===== config.mk =====
export PLATFORM = sky130hd
export DESIGN_NAME = dsp_sample_fifo
export DESIGN_NICKNAME = d
export VERILOG_FILES = /design/src/rtl/dsp_pkg.sv /design/src/rtl/dsp_sample_fifo_change_detect.sv /design/src/rtl/dsp_sample_fifo.sv
export SDC_FILE = /design/constraint.sdc
export NUM_CORES = 1
export LEC_CHECK = 0
export CORE_ASPECT_RATIO = 0.7
export CORE_MARGIN = 2
export CORE_UTILIZATION = 50
export DETAILED_ROUTE_END_ITERATION = 7
export HOLD_SLACK_MARGIN = 0.08
export PLACE_DENSITY = 0.69
export RECOVER_POWER = 50
export SLEW_MARGIN = 20
export SYNTH_ARGS = -nofsm -noshare
export SYNTH_HDL_FRONTEND = slang
export SYNTH_SLANG_ARGS = --single-unit

===== constraint.sdc =====
create_clock -name clkDSP_i -period 3.8 [get_ports clkDSP_i]
set_clock_uncertainty 0.1 [all_clocks]
set_input_delay 0.76 -clock clkDSP_i [delete_from_list [all_inputs] [get_ports clkDSP_i]]
set_output_delay 0.76 -clock clkDSP_i [all_outputs]
set_load 0.1 [all_outputs]

===== src/rtl/dsp_pkg.sv =====
// Shared definitions for the DSP sample FIFO slice.
//   DEF_PKT_WIDTH : default sample width
//   sample_t      : sample word at the default width
//   level_width() : width of an occupancy counter that must hold 0..DEPTH
//   ch_width()    : channel tag width, never narrower than one bit
package dsp_pkg;

    localparam int DEF_PKT_WIDTH = 16;

    typedef logic [DEF_PKT_WIDTH-1:0] sample_t;

    function automatic int level_width(input int depth);
        return $clog2(depth) + 1;
    endfunction

    function automatic int ch_width(input int num_ch);
        return (num_ch > 1) ? $clog2(num_ch) : 1;
    endfunction

endpackage


===== src/rtl/dsp_sample_fifo_change_detect.sv =====
// Per-channel change detector for the sample FIFO head.
// Holds the last sample popped on each channel and flags when the current
// head differs from the last one popped on the same channel.
//   i_clk, i_rst_n : clock, async active-low reset (clears history to 0)
//   i_pop          : a pop happens on this edge; record i_pkt for i_ch
//   i_valid        : head is valid
//   i_ch, i_pkt    : head channel tag and sample
//   o_changed      : head valid and differs from last popped on its channel
module change_detect
    import dsp_pkg::*;
#(
    parameter int PKT_WIDTH = DEF_PKT_WIDTH,
    parameter int NUM_CH    = 2,
    parameter int CH_W      = ch_width(NUM_CH)
) (
    input  logic                 i_clk,
    input  logic                 i_rst_n,
    input  logic                 i_pop,
    input  logic                 i_valid,
    input  logic [CH_W-1:0]      i_ch,
    input  logic [PKT_WIDTH-1:0] i_pkt,
    output logic                 o_changed
);

    logic [CH_W-1:0]      w_idx;
    logic [PKT_WIDTH-1:0] r_last [NUM_CH];

    // Out-of-range tags fold back onto a real channel slot.
    assign w_idx = CH_W'(32'(i_ch) % 32'(NUM_CH));

    always_ff @(posedge i_clk or negedge i_rst_n) begin
        if (!i_rst_n) begin
            for (int i = 0; i < NUM_CH; i++) begin
                r_last[i] <= '0;
            end
        end else if (i_pop) begin
            r_last[w_idx] <= i_pkt;
        end
    end

    assign o_changed = i_valid && (i_pkt != r_last[w_idx]);

endmodule


===== src/rtl/dsp_sample_fifo.sv =====
// First-word fall-through sample FIFO with channel tags, optional
// drop-oldest overwrite, sticky overflow flag and per-channel change flag.
//   clkDSP_i, rstDSP_n_i        : clock, async active-low reset
//   pktIn_i, chIn_i, validIn_i  : write side, accepted when readyIn_o
//   readyIn_o                   : write accept (always 1 when OVERWRITE=1)
//   pktOut_o, chOut_o           : head entry, meaningful when validOut_o
//   validOut_o, readyOut_i      : read handshake
//   pktChanged_o                : head differs from last pop on its channel
//   level_o, almostFull_o       : occupancy and level >= DEPTH-2
//   overflow_o, clrFlags_i      : sticky overflow, synchronous clear
module dsp_sample_fifo
    import dsp_pkg::*;
#(
    parameter int  PKT_WIDTH = DEF_PKT_WIDTH,
    parameter int  DEPTH     = 8,
    parameter int  NUM_CH    = 2,
    parameter int  OVERWRITE = 1,
    localparam int CH_W      = ch_width(NUM_CH),
    localparam int LW        = level_width(DEPTH)
) (
    input  logic                 clkDSP_i,
    input  logic                 rstDSP_n_i,
    input  logic [PKT_WIDTH-1:0] pktIn_i,
    input  logic [CH_W-1:0]      chIn_i,
    input  logic                 validIn_i,
    output logic                 readyIn_o,
    output logic [PKT_WIDTH-1:0] pktOut_o,
    output logic [CH_W-1:0]      chOut_o,
    output logic                 validOut_o,
    input  logic                 readyOut_i,
    output logic                 pktChanged_o,
    output logic [LW-1:0]        level_o,
    output logic                 almostFull_o,
    output logic                 overflow_o,
    input  logic                 clrFlags_i
);

    localparam int AW = $clog2(DEPTH);

    typedef struct packed {
        logic [CH_W-1:0]      ch;
        logic [PKT_WIDTH-1:0] pkt;
    } entry_t;

    entry_t          r_mem [DEPTH];
    logic [AW-1:0]   r_wr_ptr;
    logic [AW-1:0]   r_rd_ptr;
    logic [LW-1:0]   r_level;
    logic            r_overflow;

    logic            w_full;
    logic            w_empty;
    logic            w_push;
    logic            w_pop;
    logic            w_evict;
    logic            w_drop;

    assign w_full  = (r_level == LW'(DEPTH));
    assign w_empty = (r_level == '0);

    assign readyIn_o = (OVERWRITE != 0) ? 1'b1 : !w_full;

    assign w_push  = validIn_i && readyIn_o;
    // Head is only valid once a write has landed, so a push into an empty
    // FIFO never pops in the same cycle.
    assign w_pop   = !w_empty && readyOut_i;
    // A push into a full FIFO with no pop discards the oldest entry.
    assign w_evict = w_push && w_full && !w_pop;
    assign w_drop  = validIn_i && !readyIn_o;

    always_ff @(posedge clkDSP_i) begin
        if (w_push) begin
            r_mem[r_wr_ptr] <= '{ch: chIn_i, pkt: pktIn_i};
        end
    end

    always_ff @(posedge clkDSP_i or negedge rstDSP_n_i) begin
        if (!rstDSP_n_i) begin
            r_wr_ptr   <= '0;
            r_rd_ptr   <= '0;
            r_level    <= '0;
            r_overflow <= 1'b0;
        end else begin
            if (w_push) begin
                r_wr_ptr <= r_wr_ptr + AW'(1);
            end
            if (w_pop || w_evict) begin
                r_rd_ptr <= r_rd_ptr + AW'(1);
            end
            case ({w_push && !w_evict, w_pop})
                2'b10:   r_level <= r_level + LW'(1);
                2'b01:   r_level <= r_level - LW'(1);
                default: r_level <= r_level;
            endcase
            if (w_evict || w_drop) begin
                r_overflow <= 1'b1;
            end else if (clrFlags_i) begin
                r_overflow <= 1'b0;
            end
        end
    end

    assign pktOut_o     = r_mem[r_rd_ptr].pkt;
    assign chOut_o      = r_mem[r_rd_ptr].ch;
    assign validOut_o   = !w_empty;
    assign level_o      = r_level;
    assign almostFull_o = (r_level >= LW'(DEPTH - 2));
    assign overflow_o   = r_overflow;

    change_detect #(
        .PKT_WIDTH (PKT_WIDTH),
        .NUM_CH    (NUM_CH),
        .CH_W      (CH_W)
    ) u_change_detect (
        .i_clk     (clkDSP_i),
        .i_rst_n   (rstDSP_n_i),
        .i_pop     (w_pop),
        .i_valid   (validOut_o),
        .i_ch      (chOut_o),
        .i_pkt     (pktOut_o),
        .o_changed (pktChanged_o)
    );

endmodule


==> flow_summary_export.csv <==
group,metric,value,unit
clocking,h-tree-depth,4,
yosys,ys_types,34,
clocking,cts_hold_buffers,0,
sta,maxSlewHeadroom,-58.6,%
worst_setup_path,worstPathArrival,3.09,ns
clocking,cts_tree,"yes",
final_layout,fillCellCount,1017,
die,start_util,51.7,%
sta,finalCritPeriodShare,104,%
route,remaining_drc_errors,0,
placement,dp.cells,664,
worst_setup_path,startpoint,"r_rd_ptr[0]",
sta,finalMaxSlewViolations,44,
status,violations,"capacitance limit, slew limit, setup timing",
die,die_x,148,µm
min_path,hold_depth,1,
route,drtAntennaViolNets,0,
min_path,hp-start,"r_wr_ptr[0]",
worst_setup_path,cp-end-kind,"output port",
global_route,antenna_found_initial,0,
sta,fmax,253,MHz
yosys,synthCells,424,
final_layout,multiInputGateArea,0.00198,mm²
clocking,clk_pin_slew_worst_paths,0.06,ns
sta,hold_ws,0.419,ns
route,dr.pass1.iters,4,
clocking,clock_latency,0.43,ns
placement,io_buffers,46,
die,core,0.0141,mm²
sta,fin_ws,-0.150,ns
route,drt_iter0_drc,300,
worst_setup_path,crit_end,"pktChanged_o",
final_layout,n_antenna_cell,0,
worst_setup_path,critical_path_class,"reg2out",
placement,routabilityCongestion,0.723,
clocking,clock-root-buffer,"clkbuf_16",
sta,report.final.setup_viol,1,
sta,worst_pin_slew,2.38,ns
final_layout,nNetsFinal,533,
yosys,synth.area.top_cells,"edfxtp_1 (56%), dfrtp_1 (15%), mux4_2 (10%), mux2i_1 (4.5%), a21oi_1 (2.3%)",
final_layout,regArea,0.00516,mm²
yosys,synth_seq_cells,179,
global_route,overflow,0,
final_layout,fin_cells,709,
status,status,"complete, but fails checks",
flow_run,max_cap_violations,1,
yosys,yosysSeqAreaShare,71.0,%
global_route,grt_start_max_net_pins,44,
die,num_rows,36,
clocking,numCtsBuffers,17,
worst_setup_path,r2r-start,"r_rd_ptr[0]",
final_layout,drive_gt1_share,27.2,%
global_route,grt_usage,19.8,%
route,wl_per_cell,20.1,µm
route,num_vias,3867,
sta,hold_viol_final,0,
worst_setup_path,critPathRequiredTime,2.94,ns
min_path,hold_class,"reg2reg",
yosys,syn_area_per_cell,17.1,µm²
yosys,mappedNetlistArea,0.00726,mm²
die,die-area,0.0155,mm²
sta,period_minus_slack,3.95,ns
final_layout,final_util,64.3,%
worst_setup_path,regToRegSetupSlack,1.10,ns
worst_setup_path,startpoint_type,"flip-flop",
clocking,clk_path_buf_depth,2,
final_layout,area_delta_synth_final,24.4,%
global_route,grt_pass1_vias,3924,
route,vias_per_cell,5.45,
yosys,yosysTopAreaCellShare,56.2,%
worst_setup_path,cp_max_fo,9,
worst_setup_path,rr_worst_depth,10,
die,die_h,105,µm
yosys,yosys_warnings,0,
yosys,synth_fp_nets,451,
clocking,cts_sinks,179,
placement,dp_hpwl,8.54,mm
die,io_pins,48,
yosys,synth_area_leader_cell,"edfxtp_1",
sta,rsz0062_at_grt,"yes",
sta,tns,-0.150,ns
route,totalWireLength,14.3,mm
worst_setup_path,timing.rr.end,"u_change_detect.r_last[31]",
global_route,grt_first_pass_wirelength,22.3,mm
[worst max-delay path, cell delays in order, from the launching register on]
cell and delay [ns]:
dfrtp_2 0.41, buf_12 0.13, mux4_2 0.50, mux2i_2 0.21, buf_12 0.16, buf_12 0.14
mux2i_4 0.22, xnor2_1 0.09, nor4_1 0.29, nand4_1 0.17, and2_4 0.19, buf_12 0.16
[final cells by class]
class | count | area share [%]
multi-input cells | 203 | 22.0
clock buffers | 17 | 4.71
flip-flops and latches | 179 | 57.1
well taps | 190 | 2.63
repair buffers | 83 | 10.4
inverters | 22 | 0.914
clock inverters | 15 | 2.20
[metal layers]
| metal | global-route usage (%) | up-vias | wire [µm] |
|---|---|---|---|
| met2 | 30.8 | 104 | 6910 |
| met1 | 28.4 | 2000 | 6530 |
| met5 | 0 | - | 0 |
| li1 | - | 1755 | - |
| met3 | 3.93 | 8 | 747 |
| met4 | 6.67 | 0 | 101 |
[how the worst min path moves through the flow]
stage	end	slack, ns
detailed placement	r_wr_ptr[0]	0.40
CTS	u_change_detect.r_last[1]	0.41
global route	r_wr_ptr[0]	0.43
floorplan	level_o[0]	0.36
finish	r_wr_ptr[0]	0.42
global placement	r_wr_ptr[0]	0.40
[registers in the layout, indices dropped and copies added, names as in the netlist]
| signal | count |
|---|---|
| u_change_detect.r_last | 32 |
| r_wr_ptr | 3 |
| level_o | 4 |
| r_mem | 136 |
| r_rd_ptr | 3 |
| overflow_o | 1 |
[cells in the final DEF, fill, tap and decap left out, drive strengths merged, types with 8 or more instances in the layout]
cell / Yosys / final
buf: 14 / 54
dfrtp: 43 / 43
a21oi: 34 / 34
inv: 22 / 28
mux4: 34 / 34
clkbuf: 6 / 19
edfxtp: 136 / 136
clkdlybuf4s50: 0 / 8
xnor2: 19 / 19
nor2: 41 / 41
nand2: 8 / 8
dlygate4sd3: 0 / 18
mux2i: 33 / 33
[metrics by stage]
stage	setup slack (ns)	area, µm²
finish	-0.150	9030
global route	-0.327	9030
CTS	-0.173	9000
detailed placement	0.182	8170
global placement	0.199	8170
floorplan	0.0430	7260
[cell usage after synthesis, drive strengths merged]
cell and number:
xor2 4, a21oi 34, dfrtp 43, inv 22, conb 1, xnor2 19, nor4 4, mux4 34
nand2 8, buf 14, ha 4, or2 1, o21ai 5, nor2 41, nand2b 3, mux2 2
clkbuf 6, or4 1, mux2i 33, nand3b 1, a21o 2, nor3 2, edfxtp 136, fa 1
nor4b 1, and2 1, nand4 1
[cell families after synthesis]
family,synth area share (%)
DFF,71.0
and+or+nand+nor,3.96
buffers and inverters,2.86
muxes,15.5
AOI/OAI and AO/OA,2.89
other,0.0516
adders and majority gates,0.965
xor gates and xnor gates,2.77
[repair_timing]
action                     CTS  global route
pin swaps                    4             2
cloned                       1             0
resized for setup           12             5
setup buffers               11             1
setup endpoints to repair    1             1
Power is not shown: default switching activity piles up to over one toggle a cycle in this logic, so the estimate is an artifact.
